==> src/rtl/hazard_ctrl.sv <==
// hazard_ctrl: load-use, mult/div and redirect sequencer for the 5-stage pipeline.
// Build option: define STALL_CNT_EN to enable the saturating pc_hold cycle counter.
module hazard_ctrl #(
  parameter int MD_LAT = 8,
  parameter int CNT_W  = 16
) (
  input  logic             clk,
  input  logic             reset,
  input  logic             id_valid,
  input  logic [4:0]       id_rs,
  input  logic [4:0]       id_rt,
  input  logic             id_uses_rt,
  input  logic             id_md_start,
  input  logic             id_md_read,
  input  logic [4:0]       ex_rw,
  input  logic             ex_regwr,
  input  logic             ex_memtoreg,
  input  logic             mem_redirect,
  output logic             pc_hold,
  output logic             ifid_hold,
  output logic             idex_bubble,
  output logic             ifid_flush,
  output logic             idex_flush,
  output logic             exmem_flush,
  output logic             md_busy,
  output logic             md_done,
  output logic [CNT_W-1:0] stall_cnt
);

  typedef enum logic [1:0] {RUN, MD_WAIT, REDIRECT} state_t;

  localparam logic [7:0] MD_LOAD = 8'(MD_LAT - 1);

  state_t     state;
  logic [7:0] md_cnt;
  logic       lu;
  logic       md_hz;
  logic       redir;
  logic       md_start;
  logic       hold;

  assign lu = id_valid & ex_memtoreg & ex_regwr & (ex_rw != 5'd0) &
              ((ex_rw == id_rs) | (id_uses_rt & (ex_rw == id_rt)));
  assign md_hz = id_valid & md_busy & (id_md_start | id_md_read);

  // A redirect arriving in REDIRECT only sees the flushed NOP in ExMem, so it is ignored.
  assign redir    = mem_redirect & (state != REDIRECT);
  assign md_start = id_valid & id_md_start & ~md_busy & ~redir & ~lu;
  assign md_done  = md_busy & (md_cnt == 8'd0);

  // Redirect outranks both stall sources; everything is forced quiet while reset is low.
  assign hold        = reset & ~redir & (md_hz | lu);
  assign pc_hold     = hold;
  assign ifid_hold   = hold;
  assign idex_bubble = hold;
  assign ifid_flush  = reset & redir;
  assign idex_flush  = reset & redir;
  assign exmem_flush = reset & redir;

  // NOTE: sequential state uses non-blocking assignments so every flop samples pre-edge values.
  always_ff @(posedge clk or negedge reset) begin
    if (!reset) begin
      state   <= RUN;
      md_cnt  <= 8'd0;
      md_busy <= 1'b0;
    end else begin
      unique case (state)
        RUN: begin
          if (mem_redirect)  state <= REDIRECT;
          else if (md_hz)    state <= MD_WAIT;
        end
        MD_WAIT: begin
          if (mem_redirect)  state <= REDIRECT;
          else if (!md_hz)   state <= RUN;
        end
        REDIRECT: state <= RUN;
        default:  state <= RUN;
      endcase

      // The unit keeps counting through stalls and redirects.
      if (md_busy) begin
        if (md_cnt == 8'd0) md_busy <= 1'b0;
        else                md_cnt  <= md_cnt - 8'd1;
      end else if (md_start) begin
        md_cnt  <= MD_LOAD;
        md_busy <= 1'b1;
      end
    end
  end

`ifdef STALL_CNT_EN
  localparam logic [CNT_W-1:0] CNT_ONE = {{(CNT_W-1){1'b0}}, 1'b1};

  always_ff @(posedge clk or negedge reset) begin
    if (!reset)                               stall_cnt <= '0;
    else if (pc_hold && (stall_cnt != '1))    stall_cnt <= stall_cnt + CNT_ONE;
  end
`else
  assign stall_cnt = '0;
`endif

endmodule

==> config.mk <==
export PLATFORM = sky130hd
export DESIGN_NAME = hazard_ctrl
export DESIGN_NICKNAME = d
export VERILOG_FILES = /design/src/rtl/hazard_ctrl.sv
export SDC_FILE = /design/constraint.sdc
export NUM_CORES = 1
export LEC_CHECK = 0
export BUFFER_PORTS_ARGS = -buffer_cell sky130_fd_sc_hd__buf_4
export CAP_MARGIN = 10
export CELL_PAD_IN_SITES_DETAIL_PLACEMENT = 2
export CELL_PAD_IN_SITES_GLOBAL_PLACEMENT = 2
export CORE_AREA = 2 2 50 99
export DETAILED_ROUTE_END_ITERATION = 16
export DIE_AREA = 0 0 52 101
export HOLD_SLACK_MARGIN = 0.02
export PLACE_DENSITY = 0.81
export RECOVER_POWER = 50
export SLEW_MARGIN = 0
export SYNTH_ARGS = -nofsm -noshare
export SYNTH_HDL_FRONTEND = slang
export SYNTH_SLANG_ARGS = --single-unit
==> constraint.sdc <==
create_clock -name clk -period 1.9 [get_ports clk]
set_clock_uncertainty 0.05 [all_clocks]
set_input_delay 0.19 -clock clk [delete_from_list [all_inputs] [get_ports clk]]
set_output_delay 0.19 -clock clk [all_outputs]
set_load 0.01 [all_outputs]
Word level (Yosys, flattened, before mapping) --
Cells that the tools add are included. W data, S select, Z words.
Word-level totals: output and inout bits 24, register bits 11, word-level logic and storage cells 50
Cells by class: mux-type cells 11, reductions and logical operators 6, add/subtract/negate cells 1, bitwise gates (word level) 22, eq/ne operators 7
Operators by type and width (number):
- $mux W8 | 3
- $and A1 B1 Y1 | 16
- $eq A5 B5 Y1 | 2
- $logic_not A8 Y1 | 1
- $mux W2 | 4
- $sub A8 B1 Y8 const B | 1
- $ne A3 B3 Y1 const B | 2
- $reduce_bool A5 Y1 | 1
- $ne A2 B2 Y1 const B | 2
- $pmux W2 S2 | 1
- $reduce_and A2 Y1 | 2
- $mux W1 | 3
- $not A1 Y1 | 3
- $or A1 B1 Y1 | 3
- $eq A2 B1 Y1 const B | 1
- $logic_not A2 Y1 | 1
- $reduce_bool A2 Y1 | 1

Logic depth before layout (Yosys ltp) --
Gate-level depths: netlist of the first run.
depth in word-level cells 8, mapped depth 7, gate-level depth less buffers 7

Worst setup path before layout of the first run --
No wires, ideal clock.
path kind register to register, from reg md_cnt[5], to reg md_cnt[5], clock period less this slack 1911 ps, data required time 1730 ps, path slack -11 ps, arrival time 1742 ps, stages on the path, launching flop included 6, buffers on the path 1, path through dfrtp_1 or4_1 buf_2 o41a_4 and3_1 a31o_1
On the way: word-level cells in the longest chain between the ends 3
Ends and longest elaborated chain:
- start, declared | line 35 | logic [7:0] md_cnt;
- start signal, assigned | line 83 | else md_cnt <= md_cnt - 8'd1;
- $sub A8 B1 Y8 / $logic_not A8 Y1 (equally long branches) | line 83, 82
- $mux W8 / $ne A2 B2 Y1 (equally long branches)
- $mux W8 / $reduce_and A2 Y1 (equally long branches)
Parallel ways exist; a longest one is shown, timed or not. The select of a mux whose other input is x is not followed. A chain may end at the register's enable or synchronous reset.

Worst setup path after layout of the first run --
from reg md_cnt[3], to out md_done
On the way: word-level cells in the longest chain between the ends 2
Ends and longest elaborated chain:
- $logic_not A8 Y1 | line 49 | assign md_done = md_busy & (md_cnt == 8'd0);
- $and A1 B1 Y1 | line 49
- end, declared | line 26 | output logic md_done,
No other way between the ends.

==> flow_summary.toml, run 1 <==
[status]
status = "finished with violations"
failed_checks = "setup timing"

[floorplanning]
rows = 35
die_y_um = 101
die_x_um = 52
initial_core_util = 0.213
core_area_um2 = 4510
die_area_um2 = 5250
io_pins = 48

[yosys]
yosys.area.top_type = "dfrtp_1"
synth_xor_area_frac = 0.155
synth_top_family_by_area = "buffers and inverters"
synthArstFlopShare = 1.00
ys_types = 33
syn_avg_cell_area_um2 = 9.08
synthMuxAreaShare = 0
synth-simple-area-share = 0.168
ys_seq_elements = 11
yosysTopAreaCellShare = 0.286
synthAdderAreaFrac = 0.0260
synth-edff-count = 0
synth-seq-area-share = 0.286
yosys_warnings = 0
synth_compound_area_frac = 0.165
syn_inst = 106
ys.flop_type = "dfrtp_1"
syn_area_um2 = 962
synth_area_leaders = "dfrtp_1 (29%), buf_4 (16%), xnor2_1 (14%), and3_1 (4.6%), a31o_1 (3.6%)"

[setup_path]
worstSetupStartpointType = "flip-flop"
slowest_delay_ns = 0.57
cp-end-kind = "primary output"
critPathSlowestCell = "or4_4"
crit_fanout = 3
path_class = "flip-flop to primary output"
crit_required_ns = 1.66
path_cells = "or4_4 -> buf_6 -> nor2_1 -> and4b_1 -> buf_4"
worstPathArrival_ns = 1.70

[routing]
dr.pass1.iters = 2
ant_nets = 0
vias_per_cell = 4.32
drcViolationCount = 0
wl_per_cell_um = 13.7
wirelength_um = 2660
drtIter0Drc = 3
vias = 842

[finish]
mostFrequentLayoutCells = "buf_4 (36), conb_1 (16), xnor2_1 (15)"
drive_gt1_frac = 0.371
final_common_cell = "buf_4"
fin_cells = 195
nNetsFinal = 167
area_growth_pct = 34.6
diodes = 0

[global_routing]
antenna_found_initial = 0
grt_pass1_wl_um = 4160
globalRoute.busiestLayer = "met2"
grtUsageMet3 = 0.0148
grt.met1_usage = 0.123
grt_overflow_total = 0
grt_max_degree = 14
grt_usage = 0.108
grtUsageMet2 = 0.180
grt_pass1_vias = 868

[timing]
max_freq_ghz = 0.515
final_hold_viol_count = 0
slew_viol_final = 0
setup_tns_ns = -0.0405
period_needed_ns = 1.94
fin_ws_ns = -0.0405
fin_crit_sh = 1.02
hold_ws_ns = 0.0964
setup_viol = 1
rsz0062_at_grt = "yes"

[clock_network]
cts_tree = "built"
cts.clk_slew.worst_paths_ns = 0.05
numCtsBuffers = 3
clk_path_buf_depth = 2
root_buffer = "clkbuf_8"
cts_sinks = 11
h-tree-depth = 1
clk_latency_ns = 0.24

[place]
place_congestion = 0.773
dp_hpwl_um = 2190
portBuffers = 31
dp_cells = 190
post-place-ws_ns = -0.0149

[pwr]
p_leak_nw = 0.622
ir_worst_vdd_uv = 502
finalPower_mw = 1.53
powerDensity_nw_per_um2 = 1180

[job]
cap_violations = 0

[worst_hold_path]
hold_class = "primary input to flip-flop"
==> logic make-up (layout without fill, tap and decap cells) <==
family,after synthesis,after routing
other,1,16
and+or+nand+nor,29,29
DFF,11,11
AOI/OAI and AO/OA,16,16
buffers and inverters,30,49
adders and majority gates,2,2
xor gates and xnor gates,17,17
==> worst max-delay path: cells and delay by family (launching register included) <==
| family | cells | cell delay, ns |
|---|---|---|
| simple gates | 3 | 0.82 |
| flops | 1 | 0.37 |
| buf+inv | 2 | 0.27 |
==> area by class of cell <==
type / instances / area [µm²]
sequential: 11 / 275
tap: 55 / 68.8
fill: 527 / 3220
clock buffer: 4 / 45.0
timing repair buffer: 39 / 303
inverter: 6 / 22.5
multi-input combinational: 80 / 581
==> per-stage QoR <==
step | utilization | instance area (µm²)
2_1_floorplan | - | 1020
6_report | 0.287 | 1290
3_5_place_dp | 0.267 | 1210
5_1_grt | 0.287 | 1290
4_1_cts | 0.281 | 1270
3_3_place_gp | 0.267 | 1210
==> registers in the layout, indices dropped and copies added, names as in the netlist <==
signal   flops
md_busy      1
md_cnt       8
state        2
==> cell usage after synthesis (2+ instances only) <==
cell type  count
nand2_1        5
nor2_1         3
nor3_1         3
ha_1           2
dfrtp_1       11
a31oi_1        2
or3_1          2
and3_1         7
buf_4         20
xnor2_1       15
nand3_1        2
a31o_1         4
inv_1          6
clkbuf_1       3
a31o_2         2
xor2_1         2
==> metal layers <==
layer | up-vias | wire length (µm)
met5 | - | 0
met4 | 0 | 68
met3 | 4 | 162
met2 | 36 | 1430
met1 | 405 | 1000
li1 | 397 | -
==> report_power, final <==
part	internal, mW	switching, mW	leakage [nW]	total, mW
Combinational	0.444	0.396	0.462	0.841
Sequential	0.333	0.114	0.138	0.446
Clock	0.148	0.0938	0.0228	0.242
==> what timing repair did <==
item / 4_1_cts / 5_1_grt
gates resized for setup: 2 / 6
buffers inserted: 0 / 0
hold buffers: 1 / 0
endpoints found under the setup margin: 6 / 11
pin swaps: 1 / 0
hold endpoints to repair: 11 / 0
==> worst paths after layout <==
| path | startpoint | end | slack [ns] | depth (start not counted) |
|---|---|---|---|---|
| max in group asynchronous | reset | md_cnt[4] | 1.37 | 2 |
| worst max-delay path | md_cnt[3] | md_done | -0.04 | 5 |
| min in group asynchronous | reset | md_cnt[5] | 0.27 | 2 |
| worst max register to register | md_cnt[3] | md_cnt[5] | 0.01 | 4 |
| worst min register to register | state[1] | state[1] | 0.42 | 1 |
| worst min-delay path | mem_redirect | state[0] | 0.1 | 2 |
Note: power is estimated with default switching activity, not from simulation.
==> run 2, diff against run 1 <==
CORE_AREA = 2 2 46 90   (was 2 2 50 99)
DIE_AREA = 0 0 48 92   (was 0 0 52 101)
PLACE_DENSITY = 0.9   (was 0.81)
clock period = 2.5 ns   (was 1.9 ns; I/O delays follow)
==> run 2 against run 1 <==
Against the previous run: the run now ends clean; register-to-register slack gained 0.36 ns; flip-flop and latch count is the same; power shrank 31%; non-clock buffer count shrank 6; critical path type is now flip-flop to flip-flop; critical endpoint is now md_cnt[7]; largest power group unchanged.
==> flow_summary.toml, run 2 (synthesized netlist as in run 1, its figures left out) <==
[status]
status = "finished, final reports clean"

[setup_path]
crit_fanout = 5
crit_required_ns = 2.57
worstPathArrival_ns = 2.20
cp-end-kind = "flip-flop"
path_class = "flip-flop to flip-flop"
rrSetupSlack_ns = 0.37
crit_path_end = "md_cnt[7]"
rr_endpoint = "md_cnt[7]"
worst_r2r_startpoint = "md_cnt[5]"
startpoint = "md_cnt[5]"
worst-r2r-cell-count = 5
worstSetupStartpointType = "flip-flop"

[timing]
fin_crit_sh = 0.852
max_freq_ghz = 0.470
rsz0062_at_grt = "no"
period_needed_ns = 2.13
slew_viol_final = 0
setup_viol = 0
final_hold_viol_count = 0
setup_tns_ns = 0

[finish]
largest_reg_flops = 8
diodes = 0
reg_top3 = "md_cnt x8, state x2, md_busy x1"
drive_gt1_frac = 0.284
area_growth_pct = 25.1
mostFrequentLayoutCells = "buf_4 (30), conb_1 (16), xnor2_1 (15)"
final_common_cell = "buf_4"
largest-register = "md_cnt"
nNetsFinal = 161

[floorplanning]
io_pins = 48
core_area_um2 = 3800
initial_core_util = 0.253
rows = 32
die_x_um = 48
die_area_um2 = 4420
die_y_um = 92

[place]
place_congestion = 0.709
dp_hpwl_um = 2460
portBuffers = 31

[global_routing]
grt_pass1_vias = 955
grt_max_degree = 14
antenna_found_initial = 0
grt_overflow_total = 0
grt_pass1_wl_um = 4470
grt_usage = 0.144

[routing]
top_layer_used = "met4"
ant_nets = 0
wirelength_um = 2970
route.met2.wl_um = 1810
vias_per_cell = 4.48
dr_wl_met3_um = 158
vias = 828
drcViolationCount = 0
wl_per_cell_um = 16.1
drtIter0Drc = 9
drt-met1-wl_um = 929
dr.pass1.iters = 3

[pwr]
powerDensity_nw_per_um2 = 877
p_leak_nw = 0.585
finalPower_mw = 1.06
ir_worst_vdd_uv = 358

[clock_network]
numCtsBuffers = 3
cts_resized = 0
clk_path_buf_depth = 2
cts_tree = "built"
clk_latency_ns = 0.24
cts.clk_slew.worst_paths_ns = 0.05
h-tree-depth = 1
cts_sinks = 11
root_buffer = "clkbuf_8"

[worst_hold_path]
hold_class = "primary input to flip-flop"
holdPathStages = 2

[job]
cap_violations = 0
-- run 2: stage by stage --
| step | setup WS, ns | hold slack (ns) | util | std cells | area [µm²] |
|---|---|---|---|---|---|
| after floorplan | 0.589 | -0.0956 | - | 121 | 1020 |
| after global placement | 0.536 | 0.0493 | 0.304 | 180 | 1160 |
| after detailed placement | 0.381 | 0.0532 | 0.304 | 180 | 1160 |
| after CTS | 0.370 | 0.156 | 0.318 | 185 | 1210 |
| after global routing | 0.275 | 0.161 | 0.316 | 185 | 1200 |
| final | 0.370 | 0.160 | 0.316 | 185 | 1200 |
-- run 2: area by class of cell --
class,count,area (µm²)
Inverter,6,22.5
Timing Repair Buffer,33,243
Clock buffer,4,45.0
Sequential cell,11,275
Fill cell,457,2600
Tap cell,51,63.8
Multi-Input combinational cell,80,554
-- run 2: repair_timing --
item,4_1_cts,5_1_grt
buffers inserted,0,0
hold buffers,1,0
hold endpoints to repair,11,0
-- run 2: layer usage --
layer | up-vias | global-route usage
li1 | 384 | -
met2 | 40 | 0.282
met5 | - | 0
met3 | 6 | 0.0217
met4 | 0 | 0.0721
met1 | 398 | 0.119
-- run 2: worst min-delay path by stage --
stage	startpoint	to	slack, ns
2_1_floorplan	reset	md_busy	-0.1
3_3_place_gp	reset	md_cnt[7]	0.05
3_5_place_dp	reset	md_cnt[7]	0.05
4_1_cts	mem_redirect	state[0]	0.16
5_1_grt	mem_redirect	state[0]	0.16
6_report	mem_redirect	state[0]	0.16
-- run 2: report_power, final --
group | leakage [nW] | switching (mW) | internal (mW)
registers | 0.138 | 0.126 | 0.252
clock network | 0.0228 | 0.0675 | 0.112
logic | 0.425 | 0.249 | 0.249
total | 0.585 | 0.443 | 0.614
-- run 2: worst max-delay path, cell delays in order (launching register included) --
cell and delay (ns):
dfrtp_1 0.40, or4_1 0.67, nor4_1 0.30, xor2_1 0.15, and3_1 0.24, a31o_1 0.20
